[config.mk]
export PLATFORM = sky130hd
export DESIGN_NAME = hazard_stall_ctrl_flat
export DESIGN_NICKNAME = d
export VERILOG_FILES = /design/src/rtl/hazard_stall_ctrl_if.sv /design/src/rtl/hazard_stall_ctrl.sv /design/src/flat_wrapper.sv
export SDC_FILE = /design/constraint.sdc
export NUM_CORES = 1
export LEC_CHECK = 0
export CAP_MARGIN = 10
export CORE_MARGIN = 2
export CORE_UTILIZATION = 46
export DETAILED_ROUTE_END_ITERATION = 12
export PLACE_DENSITY = 0.83
export SLEW_MARGIN = 20
export SYNTH_ARGS = -nofsm -noshare
export SYNTH_HDL_FRONTEND = slang
export SYNTH_SLANG_ARGS = --single-unit
[constraint.sdc]
create_clock -name Clk -period 5.03 [get_ports Clk]
set_clock_uncertainty 0.2 [all_clocks]
set_input_delay 0.7545 -clock Clk [delete_from_list [all_inputs] [get_ports Clk]]
set_output_delay 0.7545 -clock Clk [all_outputs]
set_load 0.005 [all_outputs]
[src/rtl/hazard_stall_ctrl_if.sv]
// Bundles the ID-stage hazard inputs and the stall/forward controls of hazard_stall_ctrl.
interface hazard_stall_ctrl_if #(
    parameter int unsigned REG_W = 5,
    parameter int unsigned CNT_W = 16
);
    logic [5:0]       OpCode;
    logic [5:0]       Func;
    logic [REG_W-1:0] RegRS_IFID;
    logic [REG_W-1:0] RegRT_IFID;
    logic             UsesRS_ID;
    logic             UsesRT_ID;
    logic             RegWrite_IDEX;
    logic             MemRead_IDEX;
    logic [REG_W-1:0] RegDstNum_IDEX;
    logic             RegWrite_EXMEM;
    logic             MemRead_EXMEM;
    logic [REG_W-1:0] RegDstNum_EXMEM;
    logic             RegWrite_MEMWB;
    logic [REG_W-1:0] RegDstNum_MEMWB;
    logic             BranchTaken;
    logic             MemBusy;
    logic             DebugHalt;
    logic             CntClear;

    logic             PCWrite;
    logic             IFIDWrite;
    logic             ControlStall;
    logic             FlushIF;
    logic             PipeFreeze;
    logic [1:0]       ForwardCmpA;
    logic [1:0]       ForwardCmpB;
    logic             HaltAck;
    logic [CNT_W-1:0] StallCount;

    // Pipeline side: drives hazard inputs, consumes the controls
    modport master (
        output OpCode, Func, RegRS_IFID, RegRT_IFID, UsesRS_ID, UsesRT_ID,
               RegWrite_IDEX, MemRead_IDEX, RegDstNum_IDEX,
               RegWrite_EXMEM, MemRead_EXMEM, RegDstNum_EXMEM,
               RegWrite_MEMWB, RegDstNum_MEMWB,
               BranchTaken, MemBusy, DebugHalt, CntClear,
        input  PCWrite, IFIDWrite, ControlStall, FlushIF, PipeFreeze,
               ForwardCmpA, ForwardCmpB, HaltAck, StallCount
    );

    // Controller side
    modport slave (
        input  OpCode, Func, RegRS_IFID, RegRT_IFID, UsesRS_ID, UsesRT_ID,
               RegWrite_IDEX, MemRead_IDEX, RegDstNum_IDEX,
               RegWrite_EXMEM, MemRead_EXMEM, RegDstNum_EXMEM,
               RegWrite_MEMWB, RegDstNum_MEMWB,
               BranchTaken, MemBusy, DebugHalt, CntClear,
        output PCWrite, IFIDWrite, ControlStall, FlushIF, PipeFreeze,
               ForwardCmpA, ForwardCmpB, HaltAck, StallCount
    );
endinterface

[src/rtl/hazard_stall_ctrl.sv]
// Hazard detection and stall controller beside the ID stage of a 5-stage MIPS pipeline:
// load-use and branch-operand stalls, IF flush, compare forwarding, memory freeze,
// debug halt and a saturating bubble counter.
module hazard_stall_ctrl #(
    parameter int unsigned REG_W    = 5,
    parameter int unsigned LOAD_LAT = 1,
    parameter int unsigned CNT_W    = 16
) (
    input logic                Clk,
    input logic                Reset,
    hazard_stall_ctrl_if.slave bus
);
    localparam logic [1:0]       RUN      = 2'd0;
    localparam logic [1:0]       LSTALL   = 2'd1;
    localparam logic [1:0]       BSTALL   = 2'd2;
    localparam logic [1:0]       HALT     = 2'd3;
    localparam logic [2:0]       LAT_M1   = 3'(LOAD_LAT - 1);
    localparam logic [REG_W-1:0] ZERO_REG = '0;
    localparam logic [CNT_W-1:0] CNT_MAX  = '1;

    logic [1:0] state;
    logic [1:0] state_nxt;
    logic [2:0] bub;
    logic [2:0] bub_nxt;

    logic       use_a;
    logic       use_b;
    logic       a_idex;
    logic       b_idex;
    logic       a_exmem;
    logic       b_exmem;
    logic       a_memwb;
    logic       b_memwb;
    logic       is_jump;
    logic       is_jr;
    logic       is_br;
    logic       load_use;
    logic       br_dep;
    logic [1:0] fwd_a;
    logic [1:0] fwd_b;

    // Operand matches, control-transfer decode and hazard conditions
    always_comb begin
        use_a   = bus.UsesRS_ID && (bus.RegRS_IFID != ZERO_REG);
        use_b   = bus.UsesRT_ID && (bus.RegRT_IFID != ZERO_REG);
        a_idex  = bus.RegWrite_IDEX  && (bus.RegDstNum_IDEX  == bus.RegRS_IFID);
        b_idex  = bus.RegWrite_IDEX  && (bus.RegDstNum_IDEX  == bus.RegRT_IFID);
        a_exmem = bus.RegWrite_EXMEM && (bus.RegDstNum_EXMEM == bus.RegRS_IFID);
        b_exmem = bus.RegWrite_EXMEM && (bus.RegDstNum_EXMEM == bus.RegRT_IFID);
        a_memwb = bus.RegWrite_MEMWB && (bus.RegDstNum_MEMWB == bus.RegRS_IFID);
        b_memwb = bus.RegWrite_MEMWB && (bus.RegDstNum_MEMWB == bus.RegRT_IFID);

        is_jump = (bus.OpCode == 6'b000010) || (bus.OpCode == 6'b000011);
        is_jr   = (bus.OpCode == 6'b000000) &&
                  ((bus.Func == 6'b001000) || (bus.Func == 6'b001001));
        is_br   = (bus.OpCode == 6'b000100) || (bus.OpCode == 6'b000101) ||
                  (bus.OpCode == 6'b000110) || (bus.OpCode == 6'b000111) ||
                  (bus.OpCode == 6'b000001);

        load_use = bus.MemRead_IDEX && ((use_a && a_idex) || (use_b && b_idex));
        br_dep   = (is_br || is_jr) &&
                   ((use_a && (a_idex || (bus.MemRead_EXMEM && a_exmem))) ||
                    (use_b && (b_idex || (bus.MemRead_EXMEM && b_exmem))));

        // A load in EX/MEM has no ALU result yet, so it never forwards from there
        fwd_a = 2'b00;
        if (bus.RegRS_IFID != ZERO_REG) begin
            if (a_exmem && !bus.MemRead_EXMEM) fwd_a = 2'b01;
            else if (a_memwb)                  fwd_a = 2'b10;
        end
        fwd_b = 2'b00;
        if (bus.RegRT_IFID != ZERO_REG) begin
            if (b_exmem && !bus.MemRead_EXMEM) fwd_b = 2'b01;
            else if (b_memwb)                  fwd_b = 2'b10;
        end
    end

    // Next state and combinational control outputs, highest priority first
    always_comb begin
        state_nxt        = state;
        bub_nxt          = bub;
        bus.PCWrite      = 1'b1;
        bus.IFIDWrite    = 1'b1;
        bus.ControlStall = 1'b0;
        bus.FlushIF      = 1'b0;
        bus.PipeFreeze   = 1'b0;
        bus.HaltAck      = 1'b0;
        bus.ForwardCmpA  = 2'b00;
        bus.ForwardCmpB  = 2'b00;

        if (Reset) begin
            bus.PCWrite   = 1'b0;
            bus.IFIDWrite = 1'b0;
            state_nxt     = RUN;
            bub_nxt       = 3'd0;
        end else if (bus.MemBusy) begin
            bus.PipeFreeze = 1'b1;
            bus.PCWrite    = 1'b0;
            bus.IFIDWrite  = 1'b0;
        end else begin
            case (state)
                HALT: begin
                    bus.PipeFreeze = 1'b1;
                    bus.PCWrite    = 1'b0;
                    bus.IFIDWrite  = 1'b0;
                    bus.HaltAck    = 1'b1;
                    if (!bus.DebugHalt) state_nxt = RUN;
                end
                LSTALL: begin
                    bus.PCWrite      = 1'b0;
                    bus.IFIDWrite    = 1'b0;
                    bus.ControlStall = 1'b1;
                    bub_nxt          = bub - 3'd1;
                    if (bub <= 3'd1) state_nxt = RUN;
                end
                // BSTALL re-evaluates like RUN but cannot chain another BSTALL or enter HALT
                RUN, BSTALL: begin
                    if (load_use || br_dep) begin
                        bus.PCWrite      = 1'b0;
                        bus.IFIDWrite    = 1'b0;
                        bus.ControlStall = 1'b1;
                        if (load_use && (LOAD_LAT > 1)) begin
                            state_nxt = LSTALL;
                            bub_nxt   = LAT_M1;
                        end else if (br_dep && (state == RUN)) begin
                            state_nxt = BSTALL;
                        end else begin
                            state_nxt = RUN;
                        end
                    end else begin
                        bus.ForwardCmpA = fwd_a;
                        bus.ForwardCmpB = fwd_b;
                        bus.FlushIF     = is_jump || is_jr || (is_br && bus.BranchTaken);
                        state_nxt       = ((state == RUN) && bus.DebugHalt) ? HALT : RUN;
                    end
                end
                default: state_nxt = RUN;
            endcase
        end
    end

    // State and remaining-bubble registers
    always_ff @(posedge Clk) begin
        if (Reset) begin
            state <= RUN;
            bub   <= 3'd0;
        end else begin
            state <= state_nxt;
            bub   <= bub_nxt;
        end
    end

    // Saturating bubble counter; clear wins over increment
    always_ff @(posedge Clk) begin
        if (Reset || bus.CntClear) begin
            bus.StallCount <= '0;
        end else if (bus.ControlStall && (bus.StallCount != CNT_MAX)) begin
            bus.StallCount <= bus.StallCount + CNT_W'(1);
        end
    end
endmodule

[src/flat_wrapper.sv]
// flat-port wrapper written by rule: the top's interface ports become plain ports
module hazard_stall_ctrl_flat 
#(
    parameter int unsigned REG_W    = 5,
    parameter int unsigned LOAD_LAT = 1,
    parameter int unsigned CNT_W    = 16
)
  (Clk, Reset, bus_OpCode, bus_Func, bus_RegRS_IFID, bus_RegRT_IFID, bus_UsesRS_ID, bus_UsesRT_ID, bus_RegWrite_IDEX, bus_MemRead_IDEX, bus_RegDstNum_IDEX, bus_RegWrite_EXMEM, bus_MemRead_EXMEM, bus_RegDstNum_EXMEM, bus_RegWrite_MEMWB, bus_RegDstNum_MEMWB, bus_BranchTaken, bus_MemBusy, bus_DebugHalt, bus_CntClear, bus_PCWrite, bus_IFIDWrite, bus_ControlStall, bus_FlushIF, bus_PipeFreeze, bus_ForwardCmpA, bus_ForwardCmpB, bus_HaltAck, bus_StallCount);
  hazard_stall_ctrl_if #(.REG_W(REG_W), .CNT_W(CNT_W)) bus_i ();
  input logic Clk;
  input logic Reset;
  input wire logic [$bits(bus_i.OpCode)-1:0] bus_OpCode;
  input wire logic [$bits(bus_i.Func)-1:0] bus_Func;
  input wire logic [$bits(bus_i.RegRS_IFID)-1:0] bus_RegRS_IFID;
  input wire logic [$bits(bus_i.RegRT_IFID)-1:0] bus_RegRT_IFID;
  input wire logic [$bits(bus_i.UsesRS_ID)-1:0] bus_UsesRS_ID;
  input wire logic [$bits(bus_i.UsesRT_ID)-1:0] bus_UsesRT_ID;
  input wire logic [$bits(bus_i.RegWrite_IDEX)-1:0] bus_RegWrite_IDEX;
  input wire logic [$bits(bus_i.MemRead_IDEX)-1:0] bus_MemRead_IDEX;
  input wire logic [$bits(bus_i.RegDstNum_IDEX)-1:0] bus_RegDstNum_IDEX;
  input wire logic [$bits(bus_i.RegWrite_EXMEM)-1:0] bus_RegWrite_EXMEM;
  input wire logic [$bits(bus_i.MemRead_EXMEM)-1:0] bus_MemRead_EXMEM;
  input wire logic [$bits(bus_i.RegDstNum_EXMEM)-1:0] bus_RegDstNum_EXMEM;
  input wire logic [$bits(bus_i.RegWrite_MEMWB)-1:0] bus_RegWrite_MEMWB;
  input wire logic [$bits(bus_i.RegDstNum_MEMWB)-1:0] bus_RegDstNum_MEMWB;
  input wire logic [$bits(bus_i.BranchTaken)-1:0] bus_BranchTaken;
  input wire logic [$bits(bus_i.MemBusy)-1:0] bus_MemBusy;
  input wire logic [$bits(bus_i.DebugHalt)-1:0] bus_DebugHalt;
  input wire logic [$bits(bus_i.CntClear)-1:0] bus_CntClear;
  output wire logic [$bits(bus_i.PCWrite)-1:0] bus_PCWrite;
  output wire logic [$bits(bus_i.IFIDWrite)-1:0] bus_IFIDWrite;
  output wire logic [$bits(bus_i.ControlStall)-1:0] bus_ControlStall;
  output wire logic [$bits(bus_i.FlushIF)-1:0] bus_FlushIF;
  output wire logic [$bits(bus_i.PipeFreeze)-1:0] bus_PipeFreeze;
  output wire logic [$bits(bus_i.ForwardCmpA)-1:0] bus_ForwardCmpA;
  output wire logic [$bits(bus_i.ForwardCmpB)-1:0] bus_ForwardCmpB;
  output wire logic [$bits(bus_i.HaltAck)-1:0] bus_HaltAck;
  output wire logic [$bits(bus_i.StallCount)-1:0] bus_StallCount;
  assign bus_i.OpCode = bus_OpCode;
  assign bus_i.Func = bus_Func;
  assign bus_i.RegRS_IFID = bus_RegRS_IFID;
  assign bus_i.RegRT_IFID = bus_RegRT_IFID;
  assign bus_i.UsesRS_ID = bus_UsesRS_ID;
  assign bus_i.UsesRT_ID = bus_UsesRT_ID;
  assign bus_i.RegWrite_IDEX = bus_RegWrite_IDEX;
  assign bus_i.MemRead_IDEX = bus_MemRead_IDEX;
  assign bus_i.RegDstNum_IDEX = bus_RegDstNum_IDEX;
  assign bus_i.RegWrite_EXMEM = bus_RegWrite_EXMEM;
  assign bus_i.MemRead_EXMEM = bus_MemRead_EXMEM;
  assign bus_i.RegDstNum_EXMEM = bus_RegDstNum_EXMEM;
  assign bus_i.RegWrite_MEMWB = bus_RegWrite_MEMWB;
  assign bus_i.RegDstNum_MEMWB = bus_RegDstNum_MEMWB;
  assign bus_i.BranchTaken = bus_BranchTaken;
  assign bus_i.MemBusy = bus_MemBusy;
  assign bus_i.DebugHalt = bus_DebugHalt;
  assign bus_i.CntClear = bus_CntClear;
  assign bus_PCWrite = bus_i.PCWrite;
  assign bus_IFIDWrite = bus_i.IFIDWrite;
  assign bus_ControlStall = bus_i.ControlStall;
  assign bus_FlushIF = bus_i.FlushIF;
  assign bus_PipeFreeze = bus_i.PipeFreeze;
  assign bus_ForwardCmpA = bus_i.ForwardCmpA;
  assign bus_ForwardCmpB = bus_i.ForwardCmpB;
  assign bus_HaltAck = bus_i.HaltAck;
  assign bus_StallCount = bus_i.StallCount;
  hazard_stall_ctrl #(.REG_W(REG_W), .LOAD_LAT(LOAD_LAT), .CNT_W(CNT_W)) u_core (.Clk(Clk), .Reset(Reset), .bus(bus_i));
endmodule
==> impl_results.md <==
* Status: completed
* Critical path, cell by cell: clkdlybuf4s50_1 -> or4_1 -> o21ai_1 -> nand4b_4 -> a21boi_0 -> nor4_1 -> nand2_1 -> nor4_1 -> clkdlybuf4s50_1
* Nets at 347
* Vias after detailed routing at 1890
* Endpoints failing setup at 0
* Sink Count at 21
* First-pass GRT wire length at 7270 µm
* GRT Util Overall at 0.209
* Die Y at 66.2 µm
* Crit Path Max Fanout at 6
* Top cell type's share of synthesized area at 0.236
* CTS Hold Bufs at 0
* RSZ-0062 raised after global routing: false
* IO Pins at 76
* Overflow after GRT at 0
* Synth top cells by count: nor2_1 (24), xor2_1 (24), dfxtp_1 (21), nand2_1 (20), a21oi_1 (12)
* Root Driver: clkbuf_8
* CP max stage delay at 580 ps
* Yosys reg bits at 21
* Initial antenna violation count at 0
* Worst EP arrival at 3760 ps
* Post-route insts no fill at 341
* Async SR Flop Fraction at 0
* CP startpoint kind: primary input
* Port Buffers at 74
* DRT Pass-1 Iters at 4
* Core box area at 3690 µm²
* Setup_tns at 0 ps
* Fin crit share at 0.938
* HPWL after detailed placement at 3620 µm
* Final worst path period need at 4720 ps
* Synthesized net count at 275
* Worst slew pin tran at 643 ps
* Post-DR vias/cell at 5.54
* Pins Over Slew Limit at 0
* EDFF count, synth at 0
* Share of layout cells above drive strength 1 at 0.0751
* Setup CP Type: in2out
* MaxCap Viol Count at 0
* # H-tree levels at 1
* ANT cells at 0
* R2R Setup Slk at 2370 ps
* Area leader, netlist: dfxtp_1
* Sequential area share after synthesis at 0.236
* Avg Inst Size Synth at 8.02 µm²
* Req. time, crit path at 4080 ps
* Postcts setup bufs at 0
* Leak Pwr at 0.929 nW
* Peak supply drop at 176 µV
* Die area at 4380 µm²
* Vias in the first global route at 1645
* Ys flop type: dfxtp_1
* Crit-path slowest cell: or4_1
* CP top delay family: simple AND/OR/NAND/NOR gates
* Crit end category: output pin
* Wire per inst at 13.8 µm
* DP Cell Count at 337
* Routed WL at 4720 µm
* Final GP Congestion at 0.788
* Ys Warns at 0
* Distinct cells, synth at 53
* PostCTS Resize Cnt at 0
* Die W at 66.2 µm
* Total CTS buffers at 3
* Starting density of the core at 0.483
* Largest net degree at the start of global routing at 18
* Post-Syn Area at 1780 µm²
* Slew margin rel. at 0.569
* Worst Path Buf+Inv at 2
* Area grow syn2layout at 44.4%
* Synth Instances at 222
* CTS tree: yes
* Starting DRT DRC Count at 66
* Main area contributors after synthesis: dfxtp_1 (24%), xor2_1 (12%), nor2_1 (5.1%)
* Clock-pin slew on the worst setup and hold paths at 70 ps
* Final ANT Viol Nets at 0
* Row cnt at 22
* Worst skew pair latency at 260 ps
* Clock Tree Buf Depth at 2
* Fin. Hold Viols at 0
* PwrDens at 153 nW/µm²
* Hold Path Class: reg2reg
* Final core utilization at 0.697
* DR DRC count at 0
* Fmax at 212 MHz
worst reg2reg max path, cell delays in order (launching register included):
cell and delay, ps:
dfxtp_1 360, ha_1 240, and3_1 220, and3_2 250
a211oi_1 580, nand3_1 180, or3_2 430, a21oi_1 140
worst paths after layout:
kind | startpoint | to | cells after the start
min reg2reg | u_core.bub[1] | u_core.bub[1] | 2
max reg2reg | u_core.bus.StallCount[0] | u_core.bus.StallCount[13] | 7
min | u_core.bub[1] | u_core.bub[1] | 2
max | bus_RegRS_IFID[2] | bus_ForwardCmpA[0] | 9
layout make-up:
cell class	instances	area, µm²
clock buffers	4	45.0
repair buffers	75	748
multi-input cells	187	1270
fillers	302	1120
well taps	48	60.1
inverters	6	25.0
flip-flops and latches	21	420
metrics by stage:
stage / power [W] / hold slack [ps] / worst slack (ps) / area (µm²)
2_1_floorplan: 0.000229 / 274 / 1640 / 1780
3_3_place_gp: 0.000285 / 285 / 402 / 2530
3_5_place_dp: 0.000287 / 295 / 366 / 2530
4_1_cts: 0.000397 / 307 / 331 / 2570
5_1_grt: 0.000412 / 340 / 84.9 / 2570
6_report: 0.000393 / 303 / 314 / 2570
routing by layer:
layer,share of wire,track usage
met5,0,0
met4,0.0061,0.0663
met3,0.087,0.0341
met2,0.46,0.340
met1,0.45,0.279
kinds of logic after synthesis:
kind of cell | Yosys count | synth area share
buffers and inverters | 14 | 0.0492
multiplexers | 2 | 0.0112
AND/OR/NAND/NOR | 103 | 0.332
flip-flops | 21 | 0.236
adder cells (fa/ha/maj) | 3 | 0.0211
XOR/XNOR | 32 | 0.157
AO/OA/AOI/OAI | 47 | 0.193
report_power, final:
| group | internal, W | total [W] | switching (W) | leakage, nW |
|---|---|---|---|---|
| registers | 0.000169 | 0.000173 | 0.00000361 | 0.170 |
| clock network | 0.0000564 | 0.000110 | 0.0000537 | 0.0228 |
| logic | 0.0000615 | 0.000111 | 0.0000491 | 0.736 |
cells in the final DEF (no fill, tap or decap), drive strengths merged, types with 6 or more instances in the layout:
master         count
a21oi             14
clkdlybuf4s50     74
dfxtp             21
inv                6
nand2             20
nand3             10
nor2              24
nor3               7
nor4               7
o21ai              9
or4                7
xnor2              8
xor2              24
state kept, by name (all words and copies together), names as in the netlist:
| register | count |
|---|---|
| u_core.bus.StallCount | 16 |
| u_core.bub | 3 |
| u_core.state | 2 |
Note: power is estimated with default switching activity, not from simulation.
